[config.mk]
export PLATFORM = sky130hd
export DESIGN_NAME = mult_seq
export DESIGN_NICKNAME = d
export VERILOG_FILES = /design/src/rtl/mult_seq_pkg.sv /design/src/rtl/mult_abs.sv /design/src/rtl/mult_seq.sv
export SDC_FILE = /design/constraint.sdc
export NUM_CORES = 1
export LEC_CHECK = 0
export ABC_AREA = 1
export BUFFER_PORTS_ARGS = -buffer_cell sky130_fd_sc_hd__buf_4
export CAP_MARGIN = 20
export CORE_ASPECT_RATIO = 0.75
export CORE_MARGIN = 5
export CORE_UTILIZATION = 55
export CTS_CLUSTER_DIAMETER = 30
export CTS_CLUSTER_SIZE = 20
export DETAILED_ROUTE_END_ITERATION = 7
export PLACE_DENSITY = 0.75
export SLEW_MARGIN = 20
export SYNTH_ARGS = -nofsm -noshare
export SYNTH_HDL_FRONTEND = slang
export SYNTH_SLANG_ARGS = --single-unit
[constraint.sdc]
create_clock -name clk -period 3.3 [get_ports clk]
set_input_delay 0.33 -clock clk [delete_from_list [all_inputs] [get_ports clk]]
set_output_delay 0.33 -clock clk [all_outputs]
set_load 0.02 [all_outputs]
[src/rtl/mult_seq_pkg.sv]
// Shared definitions for the sequential shift-add multiplier:
// FSM state encoding and a constant-evaluable ceil(log2) for sizing the iteration counter.
package mult_seq_pkg;

    typedef enum logic [1:0] {
        ST_IDLE = 2'd0,
        ST_RUN  = 2'd1,
        ST_FIN  = 2'd2
    } state_t;

    function automatic int clog2(input int value);
        int r;
        r = 0;
        while ((64'd1 << r) < 64'(value)) begin
            r = r + 1;
        end
        return r;
    endfunction

endpackage

[src/rtl/mult_abs.sv]
// Operand conditioner: when en is set and the value is negative, returns its magnitude.
// The magnitude of the most negative value (e.g. 0x80 -> 128) still fits as an unsigned WIDTH-bit number.
module mult_abs #(
    parameter int WIDTH = 8
) (
    input  logic [WIDTH-1:0] val,
    input  logic             en,
    output logic [WIDTH-1:0] mag,
    output logic             sign
);

    assign sign = en & val[WIDTH-1];
    assign mag  = sign ? (~val + WIDTH'(1)) : val;

endmodule

[src/rtl/mult_seq.sv]
// Sequential shift-add multiplier: one WIDTH x WIDTH product in WIDTH iterations,
// start/done handshake, optional two's-complement mode, synchronous clear.
module mult_seq
    import mult_seq_pkg::*;
#(
    parameter int WIDTH     = 8,
    parameter bit SIGNED_EN = 1'b1
) (
    input  logic                 clk,
    input  logic                 rst_n,
    input  logic                 start,
    input  logic [WIDTH-1:0]     a,
    input  logic [WIDTH-1:0]     b,
    input  logic                 signed_mode,
    input  logic                 clear,
    output logic                 busy,
    output logic                 done,
    output logic [2*WIDTH-1:0]   outcome
);

    localparam int                CNT_W    = clog2(WIDTH + 1);
    localparam logic [CNT_W-1:0]  CNT_ONE  = CNT_W'(1);
    localparam logic [CNT_W-1:0]  CNT_LAST = CNT_W'(WIDTH - 1);

    state_t                r_state;
    logic [2*WIDTH-1:0]    r_acc;
    logic [2*WIDTH-1:0]    r_temp_a;
    logic [WIDTH-1:0]      r_temp_b;
    logic [CNT_W-1:0]      r_cnt;
    logic                  r_neg;
    logic                  r_busy;
    logic                  r_done;
    logic [2*WIDTH-1:0]    r_outcome;

    state_t                w_state_nxt;
    logic [2*WIDTH-1:0]    w_acc_nxt;
    logic [2*WIDTH-1:0]    w_temp_a_nxt;
    logic [WIDTH-1:0]      w_temp_b_nxt;
    logic [CNT_W-1:0]      w_cnt_nxt;
    logic                  w_neg_nxt;
    logic                  w_busy_nxt;
    logic                  w_done_nxt;
    logic [2*WIDTH-1:0]    w_outcome_nxt;

    logic                  w_signed_eff;
    logic [WIDTH-1:0]      w_mag_a;
    logic [WIDTH-1:0]      w_mag_b;
    logic                  w_sign_a;
    logic                  w_sign_b;

    assign w_signed_eff = SIGNED_EN & signed_mode;

    mult_abs #(.WIDTH(WIDTH)) u_abs_a (
        .val  (a),
        .en   (w_signed_eff),
        .mag  (w_mag_a),
        .sign (w_sign_a)
    );

    mult_abs #(.WIDTH(WIDTH)) u_abs_b (
        .val  (b),
        .en   (w_signed_eff),
        .mag  (w_mag_b),
        .sign (w_sign_b)
    );

    // Next-state and datapath update; clear overrides everything, illegal encodings fall back to IDLE.
    always_comb begin
        w_state_nxt   = r_state;
        w_acc_nxt     = r_acc;
        w_temp_a_nxt  = r_temp_a;
        w_temp_b_nxt  = r_temp_b;
        w_cnt_nxt     = r_cnt;
        w_neg_nxt     = r_neg;
        w_busy_nxt    = r_busy;
        w_done_nxt    = 1'b0;
        w_outcome_nxt = r_outcome;

        if (clear) begin
            w_state_nxt   = ST_IDLE;
            w_busy_nxt    = 1'b0;
            w_outcome_nxt = '0;
        end else begin
            case (r_state)
                ST_IDLE: begin
                    if (start) begin
                        w_temp_a_nxt = {{WIDTH{1'b0}}, w_mag_a};
                        w_temp_b_nxt = w_mag_b;
                        w_neg_nxt    = w_sign_a ^ w_sign_b;
                        w_acc_nxt    = '0;
                        w_cnt_nxt    = '0;
                        w_busy_nxt   = 1'b1;
                        w_state_nxt  = ST_RUN;
                    end else begin
                        w_busy_nxt   = 1'b0;
                    end
                end
                ST_RUN: begin
                    if (r_temp_b[0]) begin
                        w_acc_nxt = r_acc + r_temp_a;
                    end else begin
                        w_acc_nxt = r_acc;
                    end
                    w_temp_a_nxt = r_temp_a << 1;
                    w_temp_b_nxt = r_temp_b >> 1;
                    w_cnt_nxt    = r_cnt + CNT_ONE;
                    if (r_cnt == CNT_LAST) begin
                        w_state_nxt = ST_FIN;
                    end else begin
                        w_state_nxt = ST_RUN;
                    end
                end
                ST_FIN: begin
                    w_outcome_nxt = r_neg ? (~r_acc + {{(2*WIDTH-1){1'b0}}, 1'b1}) : r_acc;
                    w_done_nxt    = 1'b1;
                    w_busy_nxt    = 1'b0;
                    w_state_nxt   = ST_IDLE;
                end
                default: begin
                    w_busy_nxt  = 1'b0;
                    w_state_nxt = ST_IDLE;
                end
            endcase
        end
    end

    // State, datapath and output registers with asynchronous reset to all-zero / IDLE.
    always_ff @(posedge clk or negedge rst_n) begin
        if (!rst_n) begin
            r_state   <= ST_IDLE;
            r_acc     <= '0;
            r_temp_a  <= '0;
            r_temp_b  <= '0;
            r_cnt     <= '0;
            r_neg     <= 1'b0;
            r_busy    <= 1'b0;
            r_done    <= 1'b0;
            r_outcome <= '0;
        end else begin
            r_state   <= w_state_nxt;
            r_acc     <= w_acc_nxt;
            r_temp_a  <= w_temp_a_nxt;
            r_temp_b  <= w_temp_b_nxt;
            r_cnt     <= w_cnt_nxt;
            r_neg     <= w_neg_nxt;
            r_busy    <= w_busy_nxt;
            r_done    <= w_done_nxt;
            r_outcome <= w_outcome_nxt;
        end
    end

    assign busy    = r_busy;
    assign done    = r_done;
    assign outcome = r_outcome;

endmodule

==> reports/metrics.cfg, run 1 <==
[routing]
drtIter0Drc=343
routed_wl_mm=10.13
wl_per_cell_um=13.63
ant_nets=0
vias_per_cell=5.319
vias=3952
drc=0
drt_first_pass_iters=5

[worst_setup_path]
rr_startpoint=r_state[1]$_DFFE_PN0P_
cp_cell_sequence=nor2_4 -> nand2_4 -> nand2_8 -> inv_4 -> nor2_2 -> xnor2_1 -> nor2_1
rr_worst_depth=7
cp_data_required_time_ns=3.54
crit_slowest_cell=nor2_4
cpPeakStageDelay_ns=0.52
critPathKind=reg2reg
start_kind=flop
crit_path_end_kind=flop
cp.arrival_ns=2.24
cp_max_fo=25
timing.rr.end=r_cnt[3]$_DFFE_PN0P_
r2r_setup_slack_ns=1.30

[clock_network]
cts_root_buffer=clkbuf_8
clock_latency_ns=0.35
numCtsBuffers=9
cts_resized=0
cts_hold_buf=0
cts_tree=done
clk_pin_slew_ns=0.07
cts_max_level=3
cts_setup_buffers=0
clock_path_buffers=2
cts_sinks=65

[sta]
finalCritPeriodShare_pct=60.63
grt_setup_unrepaired=false
period_minus_slack_ns=2.001
slew_violations=0
fmaxAchievable_mhz=499.8
skew_ns=0.003878
hold_violations=0
worst_slew_pin_slew_ns=0.8085
tns_ns=0
setup_violations=0
slew_headroom_pct=45.90

[global_routing]
grtUsageTotal_pct=21.97
antenna_found_initial=0
overflow=0
grt_pass1_wl_mm=17.21
grt_pass1_vias=3533
grt_max_degree=66

[place]
dpl_cell_area_mm2=0.004584
placed_cells=727
gp_congestion=0.9396
numPortBuffers=38
hpwl_mm=7.770

[floorplanning]
ios=39
die_x_um=111.6
rows=27
core-area_mm2=0.007432
die_area_mm2=0.009624
start_util_pct=57.32
die_y_um=86.22

[pwr]
power_frac_seq_pct=40.1
p_total_mw=2.474
p_leak_nw=2.587
ir_drop_v=0.0002872
power.switching_mw=0.9560
p_clk_share_pct=26.6
internal_power_mw=1.518
pwr-share-comb_pct=33.3
sw_frac_of_total_pct=38.64
powerDensity_mw_per_mm2=518.5

[cells_and_area]
layout_common_cells=189 x nand2_1, 85 x inv_1, 65 x dfrtp_1
final_area_mm2=0.004772
layout-drive-gt1-share_pct=11.68
antenna_cells=0
syn_to_final_growth_pct=12.01
postLayoutCoreUtil_pct=64.21
final_common_cell=nand2_1
stdcell_count=743
final_nets=678

[synthesis]
async_reset_ff_share_pct=100.0
syn_inst=599
yosysSeqAreaShare_pct=38.18
synth.avg_cell_area_um2=7.112
ys.flop_type=dfrtp_1
synth_nets=640
synth_seq_cells=65
syn-cell-area_mm2=0.004260
synth_cell_type_count=37
yosys_warnings=0
synth_edf_count=0

[worst_hold_path]
hold_path.class=in2async

[outcome]
status=finished clean

[job]
max_cap_viol_count=0

## worst max-delay path by stage
| stage | cells past startpoint | end | start |
|---|---|---|---|
| CTS | 7 | r_cnt[3]$_DFFE_PN0P_ | r_state[1]$_DFFE_PN0P_ |
| finish | 7 | r_cnt[3]$_DFFE_PN0P_ | r_state[1]$_DFFE_PN0P_ |
| global route | 7 | r_acc[6]$_DFFE_PN0P_ | r_state[1]$_DFFE_PN0P_ |
| floorplan | 11 | r_acc[12]$_DFFE_PN0P_ | r_temp_a[0]$_DFFE_PN0P_ |
| detailed placement | 7 | r_cnt[3]$_DFFE_PN0P_ | r_state[1]$_DFFE_PN0P_ |
| global placement | 7 | r_cnt[3]$_DFFE_PN0P_ | r_state[1]$_DFFE_PN0P_ |
## flip-flops by register name, indices dropped and copies added (netlist names)
register  count
r_temp_b      8
outcome      16
r_cnt         4
r_temp_a     16
r_acc        16
busy          1
r_state       2
r_neg         1
done          1
## synthesized netlist by cell type, drive strengths merged (7+ instances only)
master / instances / area (µm²)
a21oi: 35 / 209.0
buf: 11 / 87.58
dfrtp: 65 / 1627
ha: 19 / 237.7
inv: 90 / 340.3
nand2: 192 / 747.0
nand3: 52 / 272.8
nand4: 7 / 43.79
nor2: 42 / 170.2
o211ai: 7 / 52.55
o21ai: 49 / 252.8
o22ai: 9 / 56.30
## critical path: cells and delay by family, from the launching register on
family        cells  cell delay [ns]
xor+xnor          1             0.12
flops             1             0.42
buf+inv           1             0.15
simple gates      5             1.18
## stage by stage
stage,setup WS [ns],hold WS (ns)
after detailed placement,1.314,0.4614
after floorplan,1.706,0.03441
after CTS,1.307,0.08027
final,1.299,0.05736
after global routing,1.155,0.1292
after global placement,1.387,0.4622
## power groups by stage
stage / logic, mW / clock network (mW) / registers [mW]
floorplan: 0.646 / 0 / 0.965
global route: 0.950 / 0.704 / 1.00
finish: 0.825 / 0.658 / 0.991
global placement: 0.793 / 0 / 1.00
CTS: 0.820 / 0.672 / 0.988
detailed placement: 0.810 / 0 / 1.00
## logic make-up after synthesis
group	synth area share (%)
adder cells (fa/ha/maj)	6.050
multiplexers	0.2350
XOR/XNOR	1.234
flip-flops	38.18
AND/OR/NAND/NOR	30.16
AO/OA/AOI/OAI	13.80
buffers and inverters	10.34
## per-layer routing
metal,GRT usage (%),wire length [µm],share of wire (%)
met2,29.87,3983,39
met3,6.281,969,9.6
met1,33.72,5064,50
met4,6.188,108,1.1
met5,0,0,0
## area by class of cell
class	instances	area, µm²
clock buffer	11	131.4
clock inverter	5	56.30
fill	665	2660
inverter	92	352.8
multi-input combinational	431	2193
sequential	65	1627
tap	101	126.4
timing repair buffer	38	285.3
Note: power is estimated with default switching activity, not from simulation.
==> run 2: changes to the inputs <==
- CORE_UTILIZATION: 55 -> 54
- PLACE_DENSITY: 0.75 -> 0.76
- clock period: 3.3 -> 1.8 ns (I/O delays scaled with it)
==> run 2 against run 1 <==
Against the previous run: flip-flop and latch count is the same; non-clock buffer count grew 15; via count grew 2.3%; die area grew 1.7%; count of clock-buffer cells in the layout shrank 2; global-route usage grew 0.26 points; critical path depth grew 1; critical endpoint is now r_acc[15]$_DFFE_PN0P_; largest cell class unchanged.
==> reports/metrics.cfg, run 2 (same netlist as run 1, synthesis figures left out) <==
[floorplanning]
die_y_um=86.92  ; +0.81%
die_area_mm2=0.009784  ; +1.7%
ios=39  ; unchanged
die_x_um=112.6  ; +0.84%
rows=28  ; +3.7%
start_util_pct=54.78  ; -2.5 points
core-area_mm2=0.007777  ; +4.6%

[pwr]
powerDensity_mw_per_mm2=977.3  ; +88%
sw_frac_of_total_pct=37.91  ; -0.72 points
ir_drop_v=0.0004222  ; +47%
pwr-share-comb_pct=33.9  ; +0.6 points
p_total_mw=4.880  ; +97%
p_leak_nw=2.699  ; +4.3%
power.switching_mw=1.850  ; +94%
internal_power_mw=3.030  ; +100%
p_clk_share_pct=28.9  ; +2.3 points
power_frac_seq_pct=37.2  ; -2.9 points

[clock_network]
cts_sinks=65  ; unchanged
clock_path_buffers=2  ; unchanged
numCtsBuffers=9  ; unchanged
clk_pin_slew_ns=0.08  ; about the same
cts_max_level=3  ; unchanged
clock_latency_ns=0.35  ; about the same
cts_tree=done
cts_root_buffer=clkbuf_8

[worst_setup_path]
rr_worst_depth=8  ; +1
start_kind=flop
rr_startpoint=r_acc[2]$_DFFE_PN0P_
critPathKind=reg2reg
cp_data_required_time_ns=2.04  ; -1.50 ns
cp_max_fo=4  ; -84%
cp.arrival_ns=1.95  ; -0.29 ns
crit_path_end_kind=flop
crit_end=r_acc[15]$_DFFE_PN0P_
timing.rr.end=r_acc[15]$_DFFE_PN0P_
r2r_setup_slack_ns=0.09  ; -1.21 ns
critPathLaunch=r_acc[2]$_DFFE_PN0P_

[cells_and_area]
final_area_mm2=0.004994  ; +4.6%
postLayoutCoreUtil_pct=64.21  ; about the same
syn_to_final_growth_pct=17.21
final_common_cell=nand2_1
antenna_cells=0  ; unchanged
layout-drive-gt1-share_pct=15.07  ; +3.4 points
stdcell_count=762  ; +2.6%
final_nets=693  ; +2.2%
layout_common_cells=188 x nand2_1, 84 x inv_1, 65 x dfrtp_1

[routing]
drt_first_pass_iters=5  ; unchanged
vias_per_cell=5.307  ; -0.22%
vias=4044  ; +2.3%
routed_wl_mm=10.29  ; +1.7%
drtIter0Drc=330  ; -3.8%
ant_nets=0  ; unchanged
drc=0  ; unchanged
wl_per_cell_um=13.51  ; -0.87%

[global_routing]
grt_use_met3_pct=4.653  ; -1.6 points
globalRouteMet2Util_pct=34.84  ; +5.0 points
antenna_found_initial=0  ; unchanged
grt_max_degree=37  ; -44%
grtUsageTotal_pct=22.23  ; +0.26 points
busiest_layer=met2
met1_usage_pct=31.26  ; -2.5 points
overflow=0  ; unchanged
grt_pass1_vias=3772  ; +6.8%
grt_pass1_wl_mm=17.57  ; +2.1%

[place]
placed_cells=744  ; +2.3%
gp_congestion=0.9213  ; -1.9%
hpwl_mm=7.814  ; +0.56%
dpl_cell_area_mm2=0.004700  ; +2.5%
numPortBuffers=38  ; unchanged
dp_slack_ns=0.02143  ; -1.293 ns

[sta]
worst_slew_pin_slew_ns=0.4832  ; -0.3253 ns
setup_violations=0  ; unchanged
slew_headroom_pct=67.45  ; +22 points
skew_ns=0.009256  ; +0.005378 ns
hold_slack_ns=0.1293  ; +0.07197 ns
tns_ns=0  ; unchanged
hold_violations=0  ; unchanged
finalCritPeriodShare_pct=95.15  ; +35 points
slew_violations=0  ; unchanged
period_minus_slack_ns=1.713  ; -0.2881 ns
fmaxAchievable_mhz=583.9  ; +17%
finalWorstSetupSlack_ns=0.08730  ; -1.212 ns

[worst_hold_path]
hold_path.class=in2reg

[outcome]
status=finished clean

[job]
max_cap_viol_count=0  ; unchanged

[run 2: changes by cell type in the layout (fill, tap and decap cells not counted), moves of 2 or more]
cell      previous run  this run
inv_6                0         3
buf_4               38        51
nand3_1             51        49
ha_1                19        16
ha_4                 0         3
nand3_2              0         2
clkbuf_1             2         0
[run 2: timing repair]
action | CTS | global route
setup buffers | 0 | 1
hold buffers | 1 | 0
hold endpoints to repair | 29 | 0
setup endpoints to repair | 0 | 8
resized for setup | 0 | 9
[run 2: worst min-delay path by stage]
stage                     startpoint                        to  cells past startpoint
after floorplan                rst_n          busy$_DFFE_PN0P_                      0
after detailed placement       rst_n  r_temp_a[14]$_DFFE_PN0P_                      1
after CTS                       b[7]   r_temp_b[7]$_DFFE_PN0P_                      3
after global placement         rst_n  r_temp_a[14]$_DFFE_PN0P_                      1
after global routing            b[7]   r_temp_b[7]$_DFFE_PN0P_                      3
final                           b[7]   r_temp_b[7]$_DFFE_PN0P_                      3
[run 2: critical path, stage by stage (launching register included)]
cell,delay [ns]
dfrtp_1,0.43
ha_1,0.32
or2_2,0.30
nand3_1,0.10
nand2_1,0.13
nand2_2,0.11
nand3_1,0.07
nand3_1,0.09
nand2_1,0.06
[run 2: layout make-up]
cell class / count / area (µm²)
multi-input cells: 431 / 2246
flip-flops and latches: 65 / 1627
well taps: 105 / 131.4
inverters: 92 / 352.8
repair buffers: 53 / 412.9
fillers: 705 / 2784
clock buffers: 9 / 123.9
clock inverters: 7 / 100.1
[run 2: power groups by stage]
stage,clock network (mW),registers (mW),logic (mW)
6_report,1.41,1.81,1.66
4_1_cts,1.45,1.79,1.58
5_1_grt,1.51,1.83,1.89
3_3_place_gp,0,1.81,1.51
2_1_floorplan,0,1.77,1.18
3_5_place_dp,0,1.82,1.56
[run 2: routing by layer]
metal,wire [µm],vias to the layer above,part of all wire (%)
met1,4925,1830,48
met3,723,15,7.0
met5,0,-,0
met4,132,0,1.3
met2,4512,150,44
li1,-,2049,-
